<file path="config.mk">
export PLATFORM = sky130hd
export DESIGN_NAME = piccolo80_dec
export DESIGN_NICKNAME = d
export VERILOG_FILES = /design/src/rtl/piccolo_pkg.sv /design/src/rtl/piccolo_round_f.sv /design/src/rtl/piccolo80_dec.sv
export SDC_FILE = /design/constraint.sdc
export NUM_CORES = 1
export LEC_CHECK = 0
export ABC_AREA = 1
export CAP_MARGIN = 25
export CORE_MARGIN = 4
export CORE_UTILIZATION = 59
export DETAILED_ROUTE_END_ITERATION = 16
export DONT_BUFFER_PORTS = 1
export PLACE_DENSITY = 0.89
export SYNTH_ARGS = -nofsm -noshare
export SYNTH_HDL_FRONTEND = slang
export SYNTH_SLANG_ARGS = --single-unit
</file>
<file path="constraint.sdc">
create_clock -name clk -period 6.25 [get_ports clk]
set_input_delay 0.3125 -clock clk [delete_from_list [all_inputs] [get_ports clk]]
set_output_delay 0.3125 -clock clk [all_outputs]
set_load 0.02 [all_outputs]
</file>
<file path="src/rtl/piccolo_pkg.sv">
// piccolo_pkg: shared Piccolo constants, F-function and key-schedule helpers
package piccolo_pkg;

    typedef enum logic {S_IDLE, S_RUN} dec_state_t;

    localparam int ROUNDS = 25;
    localparam logic [31:0] CON = 32'h0f1e2d3c;
    localparam logic [3:0] SBOX [16] = '{4'he, 4'h4, 4'hb, 4'h2, 4'h3, 4'h8, 4'h0, 4'h9,
                                         4'h1, 4'ha, 4'h7, 4'hf, 4'h6, 4'hc, 4'h5, 4'hd};
    localparam logic [1:0] MCOEF [4][4] = '{'{2'd2, 2'd3, 2'd1, 2'd1},
                                            '{2'd1, 2'd2, 2'd3, 2'd1},
                                            '{2'd1, 2'd1, 2'd2, 2'd3},
                                            '{2'd3, 2'd1, 2'd1, 2'd2}};
    // output byte p takes input byte RP_MAP[p]
    localparam int RP_MAP [8] = '{2, 7, 4, 1, 6, 3, 0, 5};

    function automatic logic [3:0] xtime(input logic [3:0] a);
        return {a[2:0], 1'b0} ^ (a[3] ? 4'h3 : 4'h0);
    endfunction

    function automatic logic [3:0] gmul(input logic [3:0] a, input logic [1:0] c);
        return c == 2'd1 ? a : c == 2'd2 ? xtime(a) : xtime(a) ^ a;
    endfunction

    function automatic logic [15:0] f_func(input logic [15:0] x);
        logic [3:0] s [4];
        logic [3:0] m [4];
        logic [15:0] y;
        for (int i = 0; i < 4; i++) s[i] = SBOX[x[15-4*i -: 4]];
        for (int r = 0; r < 4; r++) begin
            m[r] = 4'h0;
            for (int c = 0; c < 4; c++) m[r] = m[r] ^ gmul(s[c], MCOEF[r][c]);
        end
        for (int i = 0; i < 4; i++) y[15-4*i -: 4] = SBOX[m[i]];
        return y;
    endfunction

    // encryption round-key pair (rk2j, rk2j+1); k0 sits in k[79:64]
    function automatic logic [31:0] rk_pair(input logic [4:0] j, input logic [79:0] k);
        logic [4:0] c;
        logic [31:0] con;
        logic [2:0] m;
        c = j + 5'd1;
        con = {c, 5'd0, c, 2'b00, c, 5'd0, c} ^ CON;
        m = 3'(j % 5'd5);
        return con ^ ((m == 3'd0 || m == 3'd2) ? k[47:16] :
                      m == 3'd3 ? {k[15:0], k[15:0]} : k[79:48]);
    endfunction

    // {wk0, wk1}
    function automatic logic [31:0] wk_lo(input logic [79:0] k);
        return {k[79:72], k[55:48], k[63:56], k[71:64]};
    endfunction

    // {wk2, wk3}
    function automatic logic [31:0] wk_hi(input logic [79:0] k);
        return {k[15:8], k[23:16], k[31:24], k[7:0]};
    endfunction

endpackage

</file>
<file path="src/rtl/piccolo_round_f.sv">
// piccolo_round_f: one Piccolo round (two F-functions plus optional byte permutation)
module piccolo_round_f
    import piccolo_pkg::*;
(
    input  logic [63:0] x,
    input  logic [15:0] rk0,
    input  logic [15:0] rk1,
    input  logic        last,
    output logic [63:0] y
);
    logic [63:0] t;
    // Feistel update of both branches; the final round skips the permutation
    always_comb begin
        t = {x[63:48], x[47:32] ^ f_func(x[63:48]) ^ rk0,
             x[31:16], x[15:0] ^ f_func(x[31:16]) ^ rk1};
        y = t;
        if (!last)
            for (int p = 0; p < 8; p++) y[63-8*p -: 8] = t[63-8*RP_MAP[p] -: 8];
    end
endmodule

</file>
<file path="src/rtl/piccolo80_dec.sv">
// piccolo80_dec: iterative Piccolo-80 decryption, one round per clock
module piccolo80_dec
    import piccolo_pkg::*;
(
    input  logic        clk,
    input  logic        reset,
    input  logic        start,
    input  logic [0:79] key,
    input  logic [0:63] ciphertext,
    output logic        busy,
    output logic        done,
    output logic [0:63] plaintext
);
    dec_state_t st, st_nx;
    logic [4:0]  rnd;
    logic [79:0] key_r, k_in;
    logic [63:0] x, x_nx, c_in;
    logic [31:0] pair, wl, wh;
    logic [15:0] rk0, rk1;
    logic        last, go;

    assign k_in = key;
    assign c_in = ciphertext;
    assign last = rnd == 5'(ROUNDS - 1);
    assign go   = st == S_IDLE && start;
    assign busy = st == S_RUN;
    assign wl   = wk_lo(key_r);
    assign wh   = wk_hi(k_in);
    // decryption walks the schedule backwards and swaps the pair on odd rounds
    assign pair = rk_pair(5'(ROUNDS - 1) - rnd, key_r);
    assign rk0  = rnd[0] ? pair[15:0] : pair[31:16];
    assign rk1  = rnd[0] ? pair[31:16] : pair[15:0];

    piccolo_round_f u_round (
        .x    (x),
        .rk0  (rk0),
        .rk1  (rk1),
        .last (last),
        .y    (x_nx)
    );

    // state register
    always_ff @(posedge clk or posedge reset)
        if (reset) st <= S_IDLE;
        else st <= st_nx;

    // next state: accept in idle, return to idle after the last round
    always_comb begin
        st_nx = st;
        st_nx = st == S_IDLE ? (start ? S_RUN : S_IDLE) : (last ? S_IDLE : S_RUN);
    end

    // datapath: latch inputs on accept, iterate rounds, whiten and publish result
    always_ff @(posedge clk or posedge reset)
        if (reset) begin
            rnd       <= 5'd0;
            key_r     <= 80'h0;
            x         <= 64'h0;
            done      <= 1'b0;
            plaintext <= 64'h0;
        end else begin
            done <= st == S_RUN && last;
            if (go) begin
                key_r <= k_in;
                x     <= c_in ^ {wh[31:16], 16'h0, wh[15:0], 16'h0};
                rnd   <= 5'd0;
            end else if (st == S_RUN) begin
                x   <= x_nx;
                rnd <= rnd + 5'd1;
                if (last) plaintext <= x_nx ^ {wl[31:16], 16'h0, wl[15:0], 16'h0};
            end
        end
endmodule
</file>
==> results.txt <==
----------------------------------------------------
[CTS]
  Post-CTS setup buffer count ... 0
  Max Root-Sink Buffers ... 3
  Insertion delay of the later-clocked pin in the worst-skew pair ... 0.53 ns
  CTS Root Cell ... sky130_fd_sc_hd__clkbuf_16
  Clock tree from TritonCTS ... done
  Sinks on Clock Net ... 215
  Register clock-pin slew on the reported worst setup and hold paths ... 0.07 ns
  Cells resized by post-CTS repair ... 0
  Inserted Clock Buffers ... 23
  Total number of H-tree levels ... 1

[Hold path]
  Hold Crit Class ... primary input to flip-flop
  Worst hold path depth ... 2

[Global routing]
  Via count of the first global-routing pass ... 15.9k
  Antenna violations before repair ... 2
  First-pass GRT wire length ... 86.6 mm
  Largest net degree at the start of global routing ... 138
  Remaining global-route overflow ... 0
  Total GRT Usage ... 37.7%

[Detailed routing]
  DR vias/cell ... 6.31
  Count of routing violations after the opening detailed-route iteration ... 2242
  Antenna-violating nets left ... 0
  Vias post-DR ... 16.3k
  DR pass1 iterations ... 7
  Final routed wire length divided by cell count ... 22.0 microns
  DRC viols ... 0
  Routed WL ... 56.7 mm

[Final layout]
  Fraction of layout instances using a drive strength above 1 ... 6.27%
  Layout Area Growth over Synthesis ... 13.4%
  Antenna diode count ... 0
  Finished Layout Cells ... 2584
  Final Util ... 68.3%
  Final net count ... 2446

[STA]
  Total setup violations reported at the end of the flow ... 0
  Number of hold violations in the final report ... 0
  Worst Hold Margin ... 0.000202 ns
  Final worst-path cycle share ... 89.2%
  Final TNS setup ... 0 ns
  Final setup skew ... 0.0110 ns
  Top achievable clock speed ... 0.179 GHz
  Final Max Slew Viols ... 0
  Minimum clock period after layout ... 5.58 ns
  Worst relative slew slack ... 36.4%
  Unrepaired setup endpoints after global routing ... no
  Worst-margin pin slew ... 0.954 ns

[Floorplanning]
  CORE AREA ... 26100 sq um
  Die Width ... 171 microns
  Chip height ... 171 microns
  Die Outline Area ... 29400 sq um
  Count of standard-cell rows ... 59
  Effective utilization at floorplan ... 60.3%
  Ports ... 213

[Synth]
  Count of distinct cell types in the synthesized netlist ... 47
  Number of warnings issued by yosys ... 0
  Proportion of register bits with asynchronous set or reset after synthesis ... 100%
  Number of flops mapped to enable cells by yosys ... 0
  Number of synthesized register bits ... 215
  Most used flip-flop cell after synthesis ... sky130_fd_sc_hd__dfrtp_1
  Post-synthesis area per instance ... 7.28 sq um
  Cell area after technology mapping ... 15800 sq um
  Post-synthesis sequential area ratio ... 34.2%
  Synthesized netlist cell count ... 2164
  Synthesized net count ... 2377

[Critical path]
  FF-to-FF setup slack ... 0.67 ns
  Total buffers and inverters traversed by the critical path ... 4
  Total number of cells along the worst setup path ... 37
  Cell depth of the worst flop-to-flop path ... 37
  Critical-path top delay cell ... sky130_fd_sc_hd__inv_4
  Largest stage delay, worst path ... 0.43 ns
  CP Launch Type ... flip-flop
  Kind of capture point of the worst setup path ... flip-flop
  Largest fanout on the critical path ... 47
  Delay-heaviest family, CP ... simple AND/OR/NAND/NOR gates
  Critical path class ... flip-flop to flip-flop
  Arrival time of the worst setup path ... 5.99 ns
  Required time at the endpoint of the critical path ... 6.67 ns
  Most used cell along the critical path ... sky130_fd_sc_hd__nand2_1

[Placed design]
  Final RePlAce weighted congestion ... 0.971
  Instance count after placement with tap cells included ... 2426
  Detailed-placement wirelength estimate ... 39.0 mm
  PortBufs ... 0

[Flow run]
  Max-cap check violation count ... 0

[Run status]
  Outcome ... finished, final reports clean

----------------------------------------------------
==> through the flow <==
stage	cell area (sq um)	setup slack, ns
3_3_place_gp	15900	1.02
4_1_cts	17800	0.762
5_1_grt	17900	0.0810
3_5_place_dp	15900	0.808
2_1_floorplan	15800	0.0582
6_report	17900	0.673
==> cell usage in the layout, fill, tap and decap left out, types with 5 or more instances in the layout <==
cell type / count
sky130_fd_sc_hd__nand2_1: 718
sky130_fd_sc_hd__nand3_1: 310
sky130_fd_sc_hd__dfrtp_1: 215
sky130_fd_sc_hd__inv_1: 173
sky130_fd_sc_hd__o21ai_0: 118
sky130_fd_sc_hd__dlygate4sd3_1: 115
sky130_fd_sc_hd__xor2_1: 100
sky130_fd_sc_hd__xnor2_1: 66
sky130_fd_sc_hd__ha_1: 66
sky130_fd_sc_hd__a21oi_1: 42
sky130_fd_sc_hd__o211ai_1: 42
sky130_fd_sc_hd__nor2_1: 37
sky130_fd_sc_hd__o2111ai_1: 30
sky130_fd_sc_hd__o21ai_1: 29
sky130_fd_sc_hd__clkbuf_16: 23
sky130_fd_sc_hd__nand2_2: 16
sky130_fd_sc_hd__buf_4: 16
sky130_fd_sc_hd__nand3_2: 15
sky130_fd_sc_hd__xor2_2: 15
sky130_fd_sc_hd__inv_2: 12
sky130_fd_sc_hd__or2_1: 9
sky130_fd_sc_hd__nand3b_1: 7
sky130_fd_sc_hd__clkbuf_8: 6
sky130_fd_sc_hd__nor2_2: 5
sky130_fd_sc_hd__o21ai_2: 5
==> metal layers <==
layer	part of all wire, %	track usage [%]
met2	44	59.1
met3	12	8.69
met1	35	47.0
met4	8.1	24.2
met5	0.021	0
==> synthesized netlist by cell type, types with 3 or more instances <==
| cell | instances | area, sq um |
|---|---|---|
| sky130_fd_sc_hd__nand2_1 | 718 | 2700 |
| sky130_fd_sc_hd__nand3_1 | 310 | 1550 |
| sky130_fd_sc_hd__dfrtp_1 | 215 | 5380 |
| sky130_fd_sc_hd__inv_1 | 176 | 661 |
| sky130_fd_sc_hd__o21ai_0 | 118 | 591 |
| sky130_fd_sc_hd__xor2_1 | 100 | 876 |
| sky130_fd_sc_hd__ha_1 | 66 | 826 |
| sky130_fd_sc_hd__xnor2_1 | 66 | 578 |
| sky130_fd_sc_hd__clkbuf_1 | 50 | 188 |
| sky130_fd_sc_hd__a21oi_1 | 42 | 210 |
| sky130_fd_sc_hd__o211ai_1 | 42 | 315 |
| sky130_fd_sc_hd__nor2_1 | 40 | 150 |
| sky130_fd_sc_hd__o2111ai_1 | 30 | 263 |
| sky130_fd_sc_hd__o21ai_1 | 29 | 145 |
| sky130_fd_sc_hd__buf_2 | 18 | 90.1 |
| sky130_fd_sc_hd__nand2_2 | 16 | 100 |
| sky130_fd_sc_hd__nand3_2 | 15 | 150 |
| sky130_fd_sc_hd__xor2_2 | 15 | 244 |
| sky130_fd_sc_hd__buf_6 | 11 | 124 |
| sky130_fd_sc_hd__inv_2 | 10 | 37.5 |
| sky130_fd_sc_hd__or2_1 | 9 | 56.3 |
| sky130_fd_sc_hd__nand3b_1 | 7 | 52.6 |
| sky130_fd_sc_hd__buf_4 | 5 | 37.5 |
| sky130_fd_sc_hd__o21ai_2 | 5 | 43.8 |
| sky130_fd_sc_hd__a22oi_1 | 4 | 30.0 |
| sky130_fd_sc_hd__buf_1 | 4 | 15.0 |
| sky130_fd_sc_hd__nor2_2 | 4 | 25.0 |
| sky130_fd_sc_hd__nand4_1 | 3 | 18.8 |
| sky130_fd_sc_hd__nor3_1 | 3 | 15.0 |
| sky130_fd_sc_hd__o21bai_1 | 3 | 22.5 |
| sky130_fd_sc_hd__or2_0 | 3 | 18.8 |
| sky130_fd_sc_hd__or2_2 | 3 | 18.8 |
==> repair_timing <==
item	CTS	global route
hold buffers	114	1
setup endpoints to repair	0	0
endpoints found under the hold margin	249	1
==> logic make-up after synthesis <==
group | count (synthesis) | synth area share [%]
simple gates | 1135 | 31.1
compound gates | 285 | 11.0
buf+inv | 278 | 7.45
flops | 215 | 34.2
xor+xnor | 183 | 11.0
fa+ha+maj | 66 | 5.24
mux | 2 | 0.127
==> sequential cells by signal (all words and copies together) (netlist names) <==
signal	flops
key_r	80
x	64
rnd	5
done	1
plaintext	64
busy	1
==> layout make-up <==
cell class / count / area [sq um]
inverter: 189 / 722
tap: 335 / 419
multi-input combinational: 1671 / 9220
timing repair buffer: 133 / 1330
clock inverter: 8 / 118
sequential: 215 / 5380
clock buffer: 33 / 673
fill: 1988 / 8270
==> final timing paths <==
kind,end,from
min in group asynchronous,plaintext[62],reset
setup reg to reg,plaintext[14],rnd[0]
max in group asynchronous,x[62],reset
hold reg to reg,key_r[33],key_r[33]
setup / recovery,plaintext[14],rnd[0]
hold / removal,x[2],ciphertext[61]
==> worst register-to-register path: cells and delay by family, from the launching register on <==
kind            cells  cell delay, ns
compound gates      2            0.29
simple gates       28            3.20
buf+inv             4            0.96
fa+ha+maj           3            0.61
flops               1            0.41
Power is not shown: default switching activity piles up to over one toggle a cycle in this logic, so the estimate is an artifact.
